### src/rtl/ccu_snoop_responder.sv
// Single-outstanding ACE snoop responder: AC capture -> tag lookup -> CR -> CD line stream -> state update.
// Optional feature macro CCU_SNOOP_CLEAN_DATA_EN: clean ReadShared/ReadClean/ReadNotSharedDirty hits also supply data.
module ccu_snoop_responder #(
    parameter int ADDR_WIDTH = 64,
    parameter int DATA_WIDTH = 64,
    parameter int CD_BEATS   = 4
) (
    input  logic                        clk_i,
    input  logic                        rst_ni,
    input  logic                        ac_valid_i,
    output logic                        ac_ready_o,
    input  logic [ADDR_WIDTH-1:0]       ac_addr_i,
    input  logic [3:0]                  ac_snoop_i,
    input  logic [2:0]                  ac_prot_i,
    output logic                        cr_valid_o,
    input  logic                        cr_ready_i,
    output logic [4:0]                  cr_resp_o,
    output logic                        cd_valid_o,
    input  logic                        cd_ready_i,
    output logic [DATA_WIDTH-1:0]       cd_data_o,
    output logic                        cd_last_o,
    output logic                        lookup_req_o,
    output logic [ADDR_WIDTH-1:0]       lookup_addr_o,
    output logic [2:0]                  lookup_prot_o,
    input  logic                        lookup_valid_i,
    input  logic                        lookup_hit_i,
    input  logic                        lookup_dirty_i,
    input  logic                        lookup_unique_i,
    output logic                        data_req_o,
    output logic [$clog2(CD_BEATS)-1:0] data_beat_o,
    input  logic                        data_valid_i,
    input  logic [DATA_WIDTH-1:0]       data_i,
    output logic                        upd_valid_o,
    input  logic                        upd_ready_i,
    output logic [ADDR_WIDTH-1:0]       upd_addr_o,
    output logic                        upd_invalidate_o,
    output logic                        upd_clean_o,
    output logic                        upd_shared_o
);
    localparam int BW = $clog2(CD_BEATS);
    localparam logic [BW-1:0] LAST_BEAT = BW'(CD_BEATS - 1);
`ifdef CCU_SNOOP_CLEAN_DATA_EN
    localparam logic CLEAN_DATA_EN = 1'b1;
`else
    localparam logic CLEAN_DATA_EN = 1'b0;
`endif

    // cr_resp bit positions
    localparam int RESP_DT = 0, RESP_ERR = 1, RESP_PD = 2, RESP_IS = 3, RESP_WU = 4;

    localparam logic [3:0] SNP_READ_ONCE   = 4'b0000;
    localparam logic [3:0] SNP_READ_SHARED = 4'b0001;
    localparam logic [3:0] SNP_READ_CLEAN  = 4'b0010;
    localparam logic [3:0] SNP_READ_NSD    = 4'b0011;
    localparam logic [3:0] SNP_READ_UNIQUE = 4'b0111;
    localparam logic [3:0] SNP_CLEAN_SHRD  = 4'b1000;
    localparam logic [3:0] SNP_CLEAN_INV   = 4'b1001;
    localparam logic [3:0] SNP_MAKE_INV    = 4'b1101;

    typedef enum logic [2:0] {S_IDLE, S_LOOKUP, S_CR, S_CD, S_UPDATE} state_e;

    state_e                  r_state, w_state_nxt;
    logic                    r_alive;
    logic [ADDR_WIDTH-1:0]   r_addr;
    logic [3:0]              r_snoop;
    logic [2:0]              r_prot;
    logic                    r_hit, r_dirty, r_unique;

    logic [BW-1:0]           r_req_beat, r_out_beat;
    logic                    r_req_done, r_pend;
    logic [1:0]              r_occ;
    logic                    r_wr_ptr, r_rd_ptr;
    logic [DATA_WIDTH-1:0]   r_buf [2];

    logic [4:0]              w_resp;
    logic                    w_upd_inv, w_upd_clean, w_upd_shared, w_upd_needed;
    logic                    w_cd_active, w_cd_valid, w_cd_fire, w_push, w_pop, w_issue, w_last_beat;
    logic [1:0]              w_inflight;
    logic [DATA_WIDTH-1:0]   w_cd_head;

    // Response and state-change decode from the captured snoop and lookup result.
    always_comb begin
        // NOTE: every combinational output gets a default first so no path can infer a latch.
        w_resp       = '0;
        w_upd_inv    = 1'b0;
        w_upd_clean  = 1'b0;
        w_upd_shared = 1'b0;
        case (r_snoop)
            SNP_READ_ONCE: if (r_hit) begin
                w_resp[RESP_DT] = 1'b1;
                w_resp[RESP_IS] = 1'b1;
                w_resp[RESP_WU] = r_unique;
            end
            SNP_READ_SHARED, SNP_READ_CLEAN, SNP_READ_NSD: if (r_hit) begin
                w_resp[RESP_DT] = r_dirty | CLEAN_DATA_EN;
                w_resp[RESP_PD] = r_dirty;
                w_resp[RESP_IS] = 1'b1;
                w_resp[RESP_WU] = r_unique;
                w_upd_shared    = 1'b1;
                w_upd_clean     = r_dirty;
            end
            SNP_READ_UNIQUE: if (r_hit) begin
                w_resp[RESP_DT] = 1'b1;
                w_resp[RESP_PD] = r_dirty;
                w_resp[RESP_WU] = r_unique;
                w_upd_inv       = 1'b1;
            end
            SNP_CLEAN_INV: if (r_hit) begin
                w_resp[RESP_DT] = r_dirty;
                w_resp[RESP_PD] = r_dirty;
                w_upd_inv       = 1'b1;
            end
            SNP_CLEAN_SHRD: if (r_hit) begin
                w_resp[RESP_DT] = r_dirty;
                w_resp[RESP_PD] = r_dirty;
                w_resp[RESP_IS] = 1'b1;
                w_upd_clean     = r_dirty;
            end
            SNP_MAKE_INV: if (r_hit) w_upd_inv = 1'b1;
            default: w_resp[RESP_ERR] = 1'b1;
        endcase
        w_upd_needed = w_upd_inv | w_upd_clean | w_upd_shared;
    end

    // CD path: a freshly returned beat bypasses the empty buffer so beat 0 appears one cycle after its request.
    assign w_cd_active = (r_state == S_CD);
    assign w_cd_head   = (r_occ != 2'd0) ? r_buf[r_rd_ptr] : data_i;
    assign w_cd_valid  = w_cd_active && ((r_occ != 2'd0) || data_valid_i);
    assign w_cd_fire   = w_cd_valid && cd_ready_i;
    assign w_pop       = w_cd_fire && (r_occ != 2'd0);
    assign w_push      = w_cd_active && data_valid_i && !((r_occ == 2'd0) && cd_ready_i);
    assign w_inflight  = r_occ + {1'b0, r_pend};
    assign w_issue     = w_cd_active && !r_req_done && (w_inflight < 2'd2);
    assign w_last_beat = (r_out_beat == LAST_BEAT);

    assign cd_valid_o    = w_cd_valid;
    assign cd_data_o     = w_cd_valid ? w_cd_head : '0;
    assign cd_last_o     = w_cd_valid && w_last_beat;
    assign data_req_o    = w_issue;
    assign data_beat_o   = r_req_beat;
    assign lookup_addr_o = r_addr;
    assign lookup_prot_o = r_prot;
    assign upd_addr_o    = r_addr;

    always_comb begin
        w_state_nxt      = r_state;
        ac_ready_o       = 1'b0;
        lookup_req_o     = 1'b0;
        cr_valid_o       = 1'b0;
        cr_resp_o        = '0;
        upd_valid_o      = 1'b0;
        upd_invalidate_o = 1'b0;
        upd_clean_o      = 1'b0;
        upd_shared_o     = 1'b0;
        case (r_state)
            S_IDLE: begin
                ac_ready_o = r_alive;
                if (ac_valid_i && r_alive) w_state_nxt = S_LOOKUP;
            end
            S_LOOKUP: begin
                lookup_req_o = 1'b1;
                if (lookup_valid_i) w_state_nxt = S_CR;
            end
            S_CR: begin
                cr_valid_o = 1'b1;
                cr_resp_o  = w_resp;
                if (cr_ready_i)
                    w_state_nxt = w_resp[RESP_DT] ? S_CD : (w_upd_needed ? S_UPDATE : S_IDLE);
            end
            S_CD: if (w_cd_fire && w_last_beat) w_state_nxt = w_upd_needed ? S_UPDATE : S_IDLE;
            S_UPDATE: begin
                upd_valid_o      = 1'b1;
                upd_invalidate_o = w_upd_inv;
                upd_clean_o      = w_upd_clean;
                upd_shared_o     = w_upd_shared;
                if (upd_ready_i) w_state_nxt = S_IDLE;
            end
            default: w_state_nxt = S_IDLE;
        endcase
    end

    always_ff @(posedge clk_i or negedge rst_ni) begin
        if (!rst_ni) begin
            r_state  <= S_IDLE;
            r_alive  <= 1'b0;
            r_addr   <= '0;
            r_snoop  <= '0;
            r_prot   <= '0;
            r_hit    <= 1'b0;
            r_dirty  <= 1'b0;
            r_unique <= 1'b0;
        end else begin
            r_state <= w_state_nxt;
            r_alive <= 1'b1;
            if (ac_valid_i && ac_ready_o) begin
                r_addr  <= ac_addr_i;
                r_snoop <= ac_snoop_i;
                r_prot  <= ac_prot_i;
            end
            if (lookup_req_o && lookup_valid_i) begin
                r_hit    <= lookup_hit_i;
                r_dirty  <= lookup_dirty_i;
                r_unique <= lookup_unique_i;
            end
        end
    end

    // Beat sequencing and buffer bookkeeping restart whenever the FSM is outside CD.
    always_ff @(posedge clk_i or negedge rst_ni) begin
        if (!rst_ni) begin
            r_req_beat <= '0;
            r_req_done <= 1'b0;
            r_pend     <= 1'b0;
            r_out_beat <= '0;
            r_occ      <= '0;
            r_wr_ptr   <= 1'b0;
            r_rd_ptr   <= 1'b0;
        end else if (!w_cd_active) begin
            r_req_beat <= '0;
            r_req_done <= 1'b0;
            r_pend     <= 1'b0;
            r_out_beat <= '0;
            r_occ      <= '0;
            r_wr_ptr   <= 1'b0;
            r_rd_ptr   <= 1'b0;
        end else begin
            r_pend <= w_issue;
            if (w_issue) begin
                r_req_beat <= r_req_beat + BW'(1);
                if (r_req_beat == LAST_BEAT) r_req_done <= 1'b1;
            end
            if (w_cd_fire) r_out_beat <= r_out_beat + BW'(1);
            if (w_push) r_wr_ptr <= ~r_wr_ptr;
            if (w_pop) r_rd_ptr <= ~r_rd_ptr;
            r_occ <= r_occ + 2'(w_push) - 2'(w_pop);
        end
    end

    // NOTE: buffer storage has no reset; r_occ alone decides which entries are meaningful.
    always_ff @(posedge clk_i) begin
        if (w_push) r_buf[r_wr_ptr] <= data_i;
    end
endmodule
### config.mk
export PLATFORM = sky130hd
export DESIGN_NAME = ccu_snoop_responder
export DESIGN_NICKNAME = d
export VERILOG_FILES = /design/src/rtl/ccu_snoop_responder.sv
export SDC_FILE = /design/constraint.sdc
export NUM_CORES = 1
export LEC_CHECK = 0
export ABC_CLOCK_PERIOD_IN_PS = 4700
export BUFFER_PORTS_ARGS = -buffer_cell sky130_fd_sc_hd__buf_2
export CORE_ASPECT_RATIO = 1.5
export CORE_MARGIN = 2
export CORE_UTILIZATION = 25
export CTS_BUF_LIST = sky130_fd_sc_hd__clkbuf_4
export CTS_CLUSTER_DIAMETER = 40
export DETAILED_ROUTE_END_ITERATION = 7
export SYNTH_ARGS = -nofsm -noshare
export SYNTH_HDL_FRONTEND = slang
export SYNTH_SLANG_ARGS = --single-unit
### constraint.sdc
create_clock -name clk_i -period 4.7 [get_ports clk_i]
set_input_delay 0.235 -clock clk_i [delete_from_list [all_inputs] [get_ports clk_i]]
set_output_delay 0.235 -clock clk_i [all_outputs]
set_load 0.005 [all_outputs]
==> reports/qor.txt <==
switching part of the total - 31.8%
Top delay family on crit path - buffers and inverters
highest routed layer - met4
Leak Pwr - 5.73 nW
result of the run - complete, no violations
Hold WC Path Type - input pin to flip-flop
Async S/R FF share, synth - 40.7%
crit path DAT - 2.99 ns
#FFs+latches synth - 216
DRT iter0 DRCs - 250
VDD IR max - 299 µV
drt wl/cell - 15.0 µm
Detailed Routing Iterations Pass 1 - 5
core area - 37700 µm²
initial antenna violation count - 1
Critical Path RT - 4.47 ns
Clock Tree Buf Depth - 3
Setup WS post-layout - 1.48 ns
pre-CTS WS - 2.05 ns
Sw Pwr - 1.99 mW
Final setup viols - 0
CTS tree - built
max incr delay on CP - 0.77 ns
fraction of layout cells with a size suffix above 1 - 44.2%
max-cap viol count - 0
Peak Freq - 311 MHz
Post-Syn Nets - 842
post-layout util - 35.8%
Final Cell Area - 13500 µm²
final worst-path cycle share - 68.5%
Detailed Place HPWL - 16.7 mm
IO Pins - 358
P_int - 4.26 mW
crit path max-delay cell type - buf_4
initial core utilization - 25.4%
Clk Latency, worst-skew pair - 0.69 ns
Worst Skew - 0.0621 ns
post-route setup TNS - 0 ns
Post-synth top flop - edfxtp_1
DR vias/cell - 4.28
IO Port Bufs - 357
clock sink count - 216
final wirelength - 25.2 mm
Max-slew headroom - 36.2%
area delta synth->final - 41.1%
CTS Buf Count - 52
Die H - 244 µm
non-filler instance count after layout - 1680
Root Buffer Master - clkbuf_4
total die area - 39900 µm²
Routed Antenna Nets - 0
Slew Limit Fails - 0
die width - 164 µm
commonest non-fill, non-tap cell in the layout - buf_2
RSZ-0062 raised after global routing - false
Reg clk slew, reported paths - 0.07 ns
placer congestion estimate - 0.794
Critical Path Sink Type - output pin
number of synthesized flops with an enable pin - 128
GRT Overall Usage - 12.3%
worst-margin pin slew - 0.957 ns
Mapped Cells - 692
row cnt - 87
post_cts resized - 0
critical path peak fanout - 100
metal2 WL - 12.8 mm
sequential share of the synthesized area - 63.2%
Cell variety after synth - 44
Synth Warn # - 0
Startpoint Class - flip-flop
metal1 wirelength - 9.63 mm
post-layout net count - 1302
met3 routed WL - 1.96 mm
routed via count - 7195
fill count - 3642
combinational power share - 31.0%
placed cell count - 1440
power share of the sequential group - 44.6%
min Tclk post-route - 3.22 ns
Post-route DRC - 0
power share of the clock group - 24.5%
Avg Inst Size Synth - 13.8 µm²
H-tree levels - 2
pin count of the biggest net entering global routing - 101
Pwr Density - 463 nW/µm²
commonest cells after routing, fill and taps aside - buf_2 (356), dlygate4sd3_1 (147), edfxtp_1 (128), dfrtp_1 (87), nor2_1 (80)
vias in the first global route - 7369
Final Hold Vio Count - 0
synthesized cell area - 9560 µm²
GRT overflow - 0
WS Path Type - flip-flop to output pin
CP Buf/Inv Count - 2
Cell Chain, Critical Path - or2_4, buf_4, nor2_1, a211oi_1, buf_2
dpl cell area - 11400 µm²
global-route wire length before repair - 38.7 mm
## metal layers
| metal | GRT usage [%] | vias up |
|---|---|---|
| met4 | 5.57 | 0 |
| met3 | 3.59 | 57 |
| met5 | 0 | - |
| li1 | - | 3429 |
| met2 | 22.3 | 348 |
| met1 | 13.1 | 3361 |
## flip-flops by register name (all words and copies together), names as in the netlist
name and cells:
r_buf 128, lookup_addr_o 64, r_snoop 4, lookup_prot_o 3
r_state 3, data_beat_o 2, r_occ 2, r_out_beat 2
r_alive 1, r_dirty 1, r_hit 1, r_pend 1
r_rd_ptr 1, r_req_done 1, r_unique 1, r_wr_ptr 1
## worst min-delay path: cells and delay by family
| family | cells | cell delay [ns] |
|---|---|---|
| simple gates | 2 | 0.13 |
| compound gates | 3 | 0.36 |
| buf+inv | 1 | 0.12 |
## cells by family after synthesis
| kind of cell | after synthesis | synth area share [%] |
|---|---|---|
| adders and majority gates | 4 | 0.523 |
| buffers and inverters | 112 | 7.51 |
| DFF | 216 | 63.2 |
| xor gates and xnor gates | 5 | 0.458 |
| and+or+nand+nor | 127 | 5.82 |
| muxes | 140 | 15.6 |
| AOI/OAI and AO/OA | 87 | 6.79 |
| other | 1 | 0.0392 |
## layout make-up
class | instances | area, µm² | share of cell area, %
Timing Repair Buffer | 510 | 3320 | 24.6
Multi-Input combinational cell | 364 | 2830 | 20.9
Inverter | 8 | 30.0 | 0.222
Clock buffer | 76 | 571 | 4.23
Antenna cell | 1 | 2.50 | 0.0185
Sequential cell | 216 | 6050 | 44.8
Clock inverter | 16 | 90.1 | 0.667
Tap cell | 489 | 612 | 4.53
## metrics by stage
step | hold slack [ns] | total power, mW
floorplan | -0.0606 | 4.02
global placement | 0.269 | 4.63
detailed placement | 0.269 | 4.66
CTS | 0.0958 | 6.35
global route | 0.138 | 6.67
finish | 0.207 | 6.25
## power groups by stage
stage,sequential (mW),combinational (mW),clock [mW]
2_1_floorplan,2.75,1.27,0
3_3_place_gp,2.80,1.83,0
3_5_place_dp,2.81,1.85,0
4_1_cts,2.78,1.95,1.61
5_1_grt,2.84,2.13,1.70
6_report,2.79,1.93,1.53
## worst paths after layout
check,slack [ns],depth (start not counted),startpoint,end
max,1.48,5,r_occ[1],cd_data_o[4]
min,0.21,6,ac_valid_i,r_state[2]
max reg2reg,2.09,4,r_state[0],lookup_addr_o[56]
min reg2reg,0.50,2,r_req_done,r_req_done
max in group asynchronous,3.05,4,rst_ni,lookup_addr_o[19]
min in group asynchronous,0.63,3,rst_ni,lookup_addr_o[10]
## synthesized netlist by cell type, drive strengths merged, types with 2 or more instances
library cell  instances  area (µm²)
o21ai                 7        35.0
nor4                  3        18.8
nand3                 5        25.0
xnor2                 3        26.3
clkbuf               18        67.6
ha                    4        50.1
a21oi                 7        35.0
a211oi               64         480
inv                   8        30.0
buf                  86         621
nand2b                2        12.5
dfrtp                88        2200
and3                  3        18.8
xor2                  2        17.5
mux2                 75         845
nor3                  3        15.0
nor2b                 2        12.5
and2                  5        31.3
nand2                16        62.6
edfxtp              128        3840
mux2i                65         651
nor2                 81         304
nor4b                 2        17.5
## what timing repair did
item | 4_1_cts | 5_1_grt
hold buffers | 147 | 0
setup buffers | 0 | 0
hold endpoints to repair | 251 | 0
No activity file was read; power rests on OpenSTA's default activity.
